### config.mk
export PLATFORM = sky130hd
export DESIGN_NAME = vote_tally
export DESIGN_NICKNAME = d
export VERILOG_FILES = /design/src/rtl/vote_pkg.sv /design/src/rtl/vote_debounce.sv /design/src/rtl/vote_tally.sv
export SDC_FILE = /design/constraint.sdc
export NUM_CORES = 1
export LEC_CHECK = 0
export BUFFER_PORTS_ARGS = -buffer_cell sky130_fd_sc_hd__buf_2
export CAP_MARGIN = 20
export CORE_MARGIN = 5
export CORE_UTILIZATION = 50
export DETAILED_ROUTE_END_ITERATION = 6
export PLACE_DENSITY = 0.69
export SLEW_MARGIN = 20
export SYNTH_ARGS = -nofsm -noshare
export SYNTH_HDL_FRONTEND = slang
export SYNTH_SLANG_ARGS = --single-unit
### constraint.sdc
create_clock -name clk -period 5.8 [get_ports clk]
set_input_delay 0.87 -clock clk [delete_from_list [all_inputs] [get_ports clk]]
set_output_delay 0.87 -clock clk [all_outputs]
set_load 0.01 [all_outputs]
### src/rtl/vote_pkg.sv
// vote_pkg
// Shared definitions for the vote_tally slice: the debounce channel state
// type, the default debounce length for the board clock, and a width helper
// that never returns zero so single-value counters still get one bit.
package vote_pkg;

  // 50 MHz board clock: one second of stable level accepts a press.
  localparam int DEBOUNCE_MAX = 50000000;

  // Phase of one debounce channel, decoded from its synchronised level and
  // its counter value.
  typedef enum logic [1:0] {
    DB_RELEASED = 2'd0,
    DB_COUNTING = 2'd1,
    DB_HELD     = 2'd2
  } db_state_e;

  // Bits needed to hold values 0 .. value-1, with a floor of one bit.
  function automatic int clog2_min1(input int value);
    if (value <= 2) begin
      return 1;
    end
    return $clog2(value);
  endfunction

endpackage

### src/rtl/vote_debounce.sv
// vote_debounce
// One candidate channel: a two-flop synchroniser for the raw button, a
// saturating debounce counter, and a one-shot accept strobe.
// Ports:
//   clk      system clock
//   reset    asynchronous active-high reset
//   btn_i    raw asynchronous button level, active-high
//   accept_o single-cycle strobe in the cycle the counter reaches
//            DEBOUNCE_CYC (combinational, consumed on the next edge)
module vote_debounce
  import vote_pkg::*;
#(
  parameter int DEBOUNCE_CYC = DEBOUNCE_MAX
) (
  input  logic clk,
  input  logic reset,
  input  logic btn_i,
  output logic accept_o
);

  localparam int DB_W = clog2_min1(DEBOUNCE_CYC + 1);
  localparam logic [DB_W-1:0] DB_FULL = DB_W'(DEBOUNCE_CYC);
  localparam logic [DB_W-1:0] DB_LAST = DB_W'(DEBOUNCE_CYC - 1);

  logic [1:0]      sync_q, sync_d;
  logic [DB_W-1:0] db_cnt_q, db_cnt_d;
  db_state_e       db_state;
  logic            level_s;

  assign level_s = sync_q[1];

  // Synchroniser shift: bit 0 takes the raw pin, bit 1 is the safe level.
  always_comb begin
    sync_d = {sync_q[0], btn_i};
  end

  // Phase decode. The counter parks at DB_FULL while the level stays high,
  // which is what limits a held button to a single accepted press.
  always_comb begin
    db_state = DB_RELEASED;
    if (level_s) begin
      if (db_cnt_q == DB_FULL) begin
        db_state = DB_HELD;
      end else begin
        db_state = DB_COUNTING;
      end
    end
  end

  // Next counter value and the accept strobe.
  always_comb begin
    db_cnt_d = db_cnt_q;
    accept_o = 1'b0;
    case (db_state)
      DB_RELEASED: db_cnt_d = '0;
      DB_COUNTING: begin
        db_cnt_d = db_cnt_q + 1'b1;
        accept_o = (db_cnt_q == DB_LAST);
      end
      DB_HELD:     db_cnt_d = db_cnt_q;
      default:     db_cnt_d = '0;
    endcase
  end

  always_ff @(posedge clk or posedge reset) begin
    if (reset) begin
      sync_q   <= '0;
      db_cnt_q <= '0;
    end else begin
      sync_q   <= sync_d;
      db_cnt_q <= db_cnt_d;
    end
  end

endmodule

### src/rtl/vote_tally.sv
// vote_tally
// Parametrised voting machine: N_CAND debounced candidate buttons feed
// independent saturating vote counters. A registered running total, a
// selectable display and leader/tie detection drive the LED bank.
// Ports:
//   clk          system clock
//   reset        asynchronous active-high reset
//   btn          raw candidate buttons, active-high
//   vote_en      voting open; presses accepted while low are discarded
//   sel          display select, lowest set bit wins; zero shows the total
//   disp_out     registered display value
//   total_votes  registered sum of all counters
//   leader_idx   lowest index holding the maximum count
//   leader_valid at least one vote has been counted
//   tie          more than one candidate holds the maximum count
//   sat          sticky per-candidate saturation flags
//   vote_pulse   one-cycle pulse per counted vote
module vote_tally
  import vote_pkg::*;
#(
  parameter int N_CAND       = 4,
  parameter int CNT_W        = 8,
  parameter int DEBOUNCE_CYC = DEBOUNCE_MAX,
  localparam int IDX_W       = $clog2(N_CAND),
  localparam int TOT_W       = CNT_W + IDX_W
) (
  input  logic              clk,
  input  logic              reset,
  input  logic [N_CAND-1:0] btn,
  input  logic              vote_en,
  input  logic [N_CAND-1:0] sel,
  output logic [CNT_W-1:0]  disp_out,
  output logic [TOT_W-1:0]  total_votes,
  output logic [IDX_W-1:0]  leader_idx,
  output logic              leader_valid,
  output logic              tie,
  output logic [N_CAND-1:0] sat,
  output logic [N_CAND-1:0] vote_pulse
);

  localparam logic [CNT_W-1:0] CNT_MAX = {CNT_W{1'b1}};

  logic [N_CAND-1:0] accept;

  logic [CNT_W-1:0]  cnt_q [N_CAND];
  logic [CNT_W-1:0]  cnt_d [N_CAND];
  logic [N_CAND-1:0] sat_q, sat_d;
  logic [N_CAND-1:0] vote_pulse_q, vote_pulse_d;
  logic [TOT_W-1:0]  total_votes_q, total_votes_d;
  logic [CNT_W-1:0]  disp_out_q, disp_out_d;
  logic [IDX_W-1:0]  leader_idx_q, leader_idx_d;
  logic              leader_valid_q, leader_valid_d;
  logic              tie_q, tie_d;
  logic [CNT_W-1:0]  max_cnt;
  logic              other_at_max;

  for (genvar g = 0; g < N_CAND; g++) begin : g_chan
    vote_debounce #(
      .DEBOUNCE_CYC(DEBOUNCE_CYC)
    ) u_debounce (
      .clk     (clk),
      .reset   (reset),
      .btn_i   (btn[g]),
      .accept_o(accept[g])
    );
  end

  // Vote counting. Every channel is handled independently so simultaneous
  // presses all land in the same cycle; a press at full scale only marks
  // the channel saturated and does not pulse.
  always_comb begin
    sat_d        = sat_q;
    vote_pulse_d = '0;
    for (int i = 0; i < N_CAND; i++) begin
      cnt_d[i] = cnt_q[i];
      if (accept[i] && vote_en) begin
        if (cnt_q[i] != CNT_MAX) begin
          cnt_d[i]        = cnt_q[i] + 1'b1;
          vote_pulse_d[i] = 1'b1;
        end else begin
          sat_d[i] = 1'b1;
        end
      end
    end
  end

  // Running total. TOT_W carries IDX_W extra bits, enough for N_CAND
  // full-scale counters, so the sum never wraps.
  always_comb begin
    total_votes_d = '0;
    for (int i = 0; i < N_CAND; i++) begin
      total_votes_d = total_votes_d + TOT_W'(cnt_q[i]);
    end
  end

  // Display mux. Scanning from the top down lets the lowest set sel bit
  // overwrite the others. With no bit set the freshly summed total is shown,
  // clamped to the LED width, so it lines up with total_votes.
  always_comb begin
    if (total_votes_d > TOT_W'(CNT_MAX)) begin
      disp_out_d = CNT_MAX;
    end else begin
      disp_out_d = total_votes_d[CNT_W-1:0];
    end
    for (int i = N_CAND - 1; i >= 0; i--) begin
      if (sel[i]) begin
        disp_out_d = cnt_q[i];
      end
    end
  end

  // Leader search. The strict greater-than keeps the lowest index on equal
  // counts; a second pass flags any other index sharing that maximum. With
  // all counts zero max_cnt stays zero, which clears valid and tie.
  always_comb begin
    max_cnt      = '0;
    leader_idx_d = '0;
    other_at_max = 1'b0;
    for (int i = 0; i < N_CAND; i++) begin
      if (cnt_q[i] > max_cnt) begin
        max_cnt      = cnt_q[i];
        leader_idx_d = IDX_W'(i);
      end
    end
    for (int i = 0; i < N_CAND; i++) begin
      if ((cnt_q[i] == max_cnt) && (IDX_W'(i) != leader_idx_d)) begin
        other_at_max = 1'b1;
      end
    end
    leader_valid_d = (max_cnt != '0);
    tie_d          = other_at_max && leader_valid_d;
  end

  always_ff @(posedge clk or posedge reset) begin
    if (reset) begin
      for (int i = 0; i < N_CAND; i++) begin
        cnt_q[i] <= '0;
      end
      sat_q          <= '0;
      vote_pulse_q   <= '0;
      total_votes_q  <= '0;
      disp_out_q     <= '0;
      leader_idx_q   <= '0;
      leader_valid_q <= 1'b0;
      tie_q          <= 1'b0;
    end else begin
      for (int i = 0; i < N_CAND; i++) begin
        cnt_q[i] <= cnt_d[i];
      end
      sat_q          <= sat_d;
      vote_pulse_q   <= vote_pulse_d;
      total_votes_q  <= total_votes_d;
      disp_out_q     <= disp_out_d;
      leader_idx_q   <= leader_idx_d;
      leader_valid_q <= leader_valid_d;
      tie_q          <= tie_d;
    end
  end

  assign disp_out     = disp_out_q;
  assign total_votes  = total_votes_q;
  assign leader_idx   = leader_idx_q;
  assign leader_valid = leader_valid_q;
  assign tie          = tie_q;
  assign sat          = sat_q;
  assign vote_pulse   = vote_pulse_q;

endmodule

==> key figures <==
Drt
  • Routed length per placed instance: 17.5 um
  • 1st-pass router iterations: 5
  • Total number of vias: 8711
  • Routed Antenna Nets: 0
  • DRT iter0 DRCs: 610
  • DRC violations left: 0
  • DR vias/cell: 5.69
  • Routed wire length: 26.8 mm

Logic synthesis
  • Post-synth ARST share: 1.00
  • Synth top area share: 0.406
  • Yosys top cell by area: dfrtp_1
  • Post-Synth Simple-Gate Area: 0.236
  • Top_reg_cell synth: dfrtp_1
  • Largest family of logic cells by synthesized area: simple AND/OR/NAND/NOR gates
  • Post-Synthesis Cell Area: 10700 um^2
  • Number of flops mapped to enable cells by yosys: 0
  • Syn_area_per_cell: 9.79 um^2
  • Distinct cells, synth: 83
  • Post-Synth Adder-Cell Area: 0.0835
  • Yosys warning count: 0
  • Compound-Gate Fraction of Synth Area: 0.110
  • Synth top area cells: dfrtp_1, xnor2_1, and2_1, ha_1, fa_1
  • Synthesized flop and latch total: 174
  • Post-Syn Instances: 1095
  • XOR/XNOR share of the synthesized area: 0.118
  • Mux contribution to synthesized area: 0.0110
  • Synthesized Nets: 1168
  • Register area share after synthesis: 0.406

Timing
  • Worst slew pin tran: 0.881 ns
  • Fin crit period: 5.92 ns
  • Ratio of final minimum period to clock period: 1.02
  • Clock skew: 0.0130 ns
  • Pins Over Slew Limit: 0
  • Final setup viols: 1
  • F_max: 169 MHz
  • WHS: 0.348 ns
  • RSZ-0062 raised after global routing: yes
  • Final worst setup slack: -0.124 ns
  • Rel. slew slack: 0.413
  • Hold Vio Cnt, Final: 0

Pwr
  • Clk network pwr share: 0.475
  • Worst supply voltage drop on vdd: 0.167 mV
  • Pint: 1940 uW
  • Comb power frac: 0.029
  • Switching power: 564 uW
  • PD cells: 193 nW/um^2
  • Sequential power share: 0.496
  • Leak Pwr: 0.00581 uW
  • Sw Ratio: 0.225

Worst setup path
  • R2R depth: 31
  • Worst flop-to-flop path endpoint: tie
  • Worst path required time: 6.18 ns
  • Worst Setup End Kind: flip-flop
  • Slowest stage cell, crit path: dfrtp_1
  • Worst Setup SP: cnt_q[25]
  • Critical Path Sink: tie
  • Most frequent CP cell: ha_4
  • FF-to-FF setup slack: -0.12 ns
  • Crit Path Max Fanout: 7
  • RR Startpoint: cnt_q[25]
  • Crit start category: flip-flop
  • Worst setup path class: reg -> reg
  • Peak per-stage delay on the critical path: 0.40 ns
  • Crit path DAT: 6.30 ns

Floorplan
  • Die W: 156 um
  • Die H: 156 um
  • Core area: 21100 um^2
  • Ports: 41
  • Starting density of the core: 0.509
  • Row count: 53
  • Die footprint: 24500 um^2

Global route
  • Largest net degree at the start of global routing: 100
  • Gr ovfl total: 0
  • Total track usage: 0.226
  • First-pass GRT wire length: 44.7 mm
  • Vias in the first global route: 8766
  • Initial antenna violation count: 0

Cells and area
  • Final Util: 0.615
  • Inserted Diodes: 0
  • Fraction of layout cells with a size suffix above 1: 0.226
  • Post-layout net count: 1317
  • Storage element area: 4350 um^2
  • Area growth syn-to-layout: 21.0%
  • Fill cell count: 1765
  • Area of the multi-input gates: 6240 um^2
  • Final cell count without fillers: 1532

CTS
  • CTS Buffer Depth: 2
  • Clock sinks: 174
  • TritonCTS Buffers: 17
  • Clk slew on worst S/H paths: 0.07 ns
  • Hold-fix buffer count after cts: 0
  • Clock Latency Late Sink: 0.44 ns
  • Root buffer cell: clkbuf_16
  • Clock tree from TritonCTS: yes
  • H-tree Lvls: 4

Place
  • Worst slack, placed: -0.275 ns
  • # port buffers: 40
  • Post-DP HPWL: 18.6 mm
  • RD Place Congestion: 0.922
  • Placed cells: 1451

Run status
  • Run status: finished, violations left
  • Violated checks: setup timing

Min path
  • Min-delay worst type: reg -> reg

Job
  • Max-Cap Viols: 0
-- metal layers --
metal / vias to the layer above / routed length (um) / track usage
li1: 4142 / - / -
met1: 4273 / 11800 / 0.304
met2: 230 / 12900 / 0.373
met3: 66 / 1240 / 0.0387
met4: 0 / 871 / 0.0769
met5: - / 0 / 0
-- cells in the mapped netlist (3+ instances only) --
library cell / instances
nor3b_1: 4
nor4_1: 19
nand3_1: 55
o21ai_0: 38
dfrtp_1: 174
nor2_1: 47
fa_1: 16
xnor2_1: 119
nor3_1: 21
nand2_1: 66
and4_1: 11
nor2b_1: 14
nor4b_1: 7
and3_1: 26
o221ai_1: 9
and2_1: 96
clkbuf_1: 31
or3_1: 11
or2_2: 4
mux2_2: 3
xor2_1: 25
o21a_1: 4
o211ai_1: 13
a21oi_1: 37
inv_1: 49
nand2b_1: 6
mux2i_1: 7
nand4b_1: 3
a221oi_1: 3
o21ai_1: 3
a31oi_1: 3
a21boi_0: 14
a21o_1: 6
ha_1: 46
buf_2: 9
nand4_1: 33
-- cells by family after synthesis --
group	count (synthesis)
simple gates	444
flops	174
compound gates	166
xor+xnor	144
buf+inv	94
fa+ha+maj	62
mux	11
-- layout make-up --
| cell class | count | share of cell area |
|---|---|---|
| multi-input cells | 828 | 0.481 |
| flip-flops and latches | 174 | 0.336 |
| repair buffers | 173 | 0.0947 |
| clock buffers | 20 | 0.0344 |
| well taps | 275 | 0.0265 |
| inverters | 50 | 0.0150 |
| clock inverters | 12 | 0.0124 |
-- power by group through the flow --
| stage | combinational (uW) | clock [uW] | sequential [uW] |
|---|---|---|---|
| after global placement | 71.8 | 0 | 1270 |
| after detailed placement | 74.5 | 0 | 1270 |
| final | 72.1 | 1190 | 1240 |
| after CTS | 74.9 | 1220 | 1240 |
| after global routing | 84.6 | 1270 | 1250 |
| after floorplan | 53.7 | 0 | 1260 |
-- flip-flops by register name, summed over array words and instances (netlist names) --
register                    count
leader_valid                    1
g_chan.u_debounce.sync_q        8
disp_out                        8
cnt_q                          32
leader_idx                      2
total_votes                    10
vote_pulse                      4
tie                             1
sat                             4
g_chan.u_debounce.db_cnt_q    104
-- placed cells by master (no fill, tap or decap), types with 6 or more instances in the layout --
cell type	netlist	final
nand2_1	66	66
mux2i_1	7	6
nor4_1	19	16
ha_4	0	7
a21oi_1	37	33
and4_1	11	10
nor4b_1	7	7
a21o_1	6	6
buf_4	0	125
nor3_1	21	18
o21ai_0	38	33
ha_1	46	39
xor2_1	25	25
or3_1	11	11
xnor2_1	119	119
nand2b_1	6	6
and3_1	26	26
fa_1	16	16
nand3_1	55	55
dfrtp_1	174	174
buf_6	1	8
nand4_1	33	33
a21boi_0	14	13
clkbuf_16	0	17
nor2_1	47	45
nor2b_1	14	13
o21ai_1	3	6
o211ai_1	13	13
inv_1	49	43
buf_2	9	40
o221ai_1	9	8
and2_1	96	93
-- worst min path at each step --
| stage | endpoint | cells past startpoint | start |
|---|---|---|---|
| 6_report | g_chan[3].u_debounce.sync_q[1] | 0 | g_chan[3].u_debounce.sync_q[0] |
| 3_5_place_dp | g_chan[3].u_debounce.sync_q[1] | 0 | g_chan[3].u_debounce.sync_q[0] |
| 3_3_place_gp | g_chan[3].u_debounce.sync_q[1] | 0 | g_chan[3].u_debounce.sync_q[0] |
| 4_1_cts | g_chan[3].u_debounce.sync_q[1] | 0 | g_chan[3].u_debounce.sync_q[0] |
| 5_1_grt | g_chan[3].u_debounce.sync_q[1] | 0 | g_chan[3].u_debounce.sync_q[0] |
| 2_1_floorplan | g_chan[0].u_debounce.sync_q[1] | 0 | g_chan[0].u_debounce.sync_q[0] |
-- worst max-delay path, delay by kind of cell (launching register included) --
family / cells / cell delay (ns)
AO/OA/AOI/OAI: 12 / 1.89
XOR/XNOR: 1 / 0.24
adder cells (fa/ha/maj): 4 / 0.89
buffers and inverters: 5 / 0.58
flip-flops: 1 / 0.40
AND/OR/NAND/NOR: 9 / 1.83
-- timing repair --
| action | 4_1_cts | 5_1_grt |
|---|---|---|
| resized for setup | 30 | 27 |
| pin swaps | 30 | 24 |
| buffers inserted | 41 | 9 |
| cloned | 1 | 0 |
| setup endpoints to repair | 1 | 2 |
-- stage by stage --
| step | area [um^2] | setup TNS (ns) | power, uW |
|---|---|---|---|
| 3_3_place_gp | 11700 | -0.152 | 1340 |
| 2_1_floorplan | 10800 | -0.0507 | 1310 |
| 5_1_grt | 13000 | -0.355 | 2600 |
| 3_5_place_dp | 11700 | -0.275 | 1340 |
| 6_report | 13000 | -0.124 | 2510 |
| 4_1_cts | 12800 | 0 | 2540 |
Power figures use the tool's default switching activity.
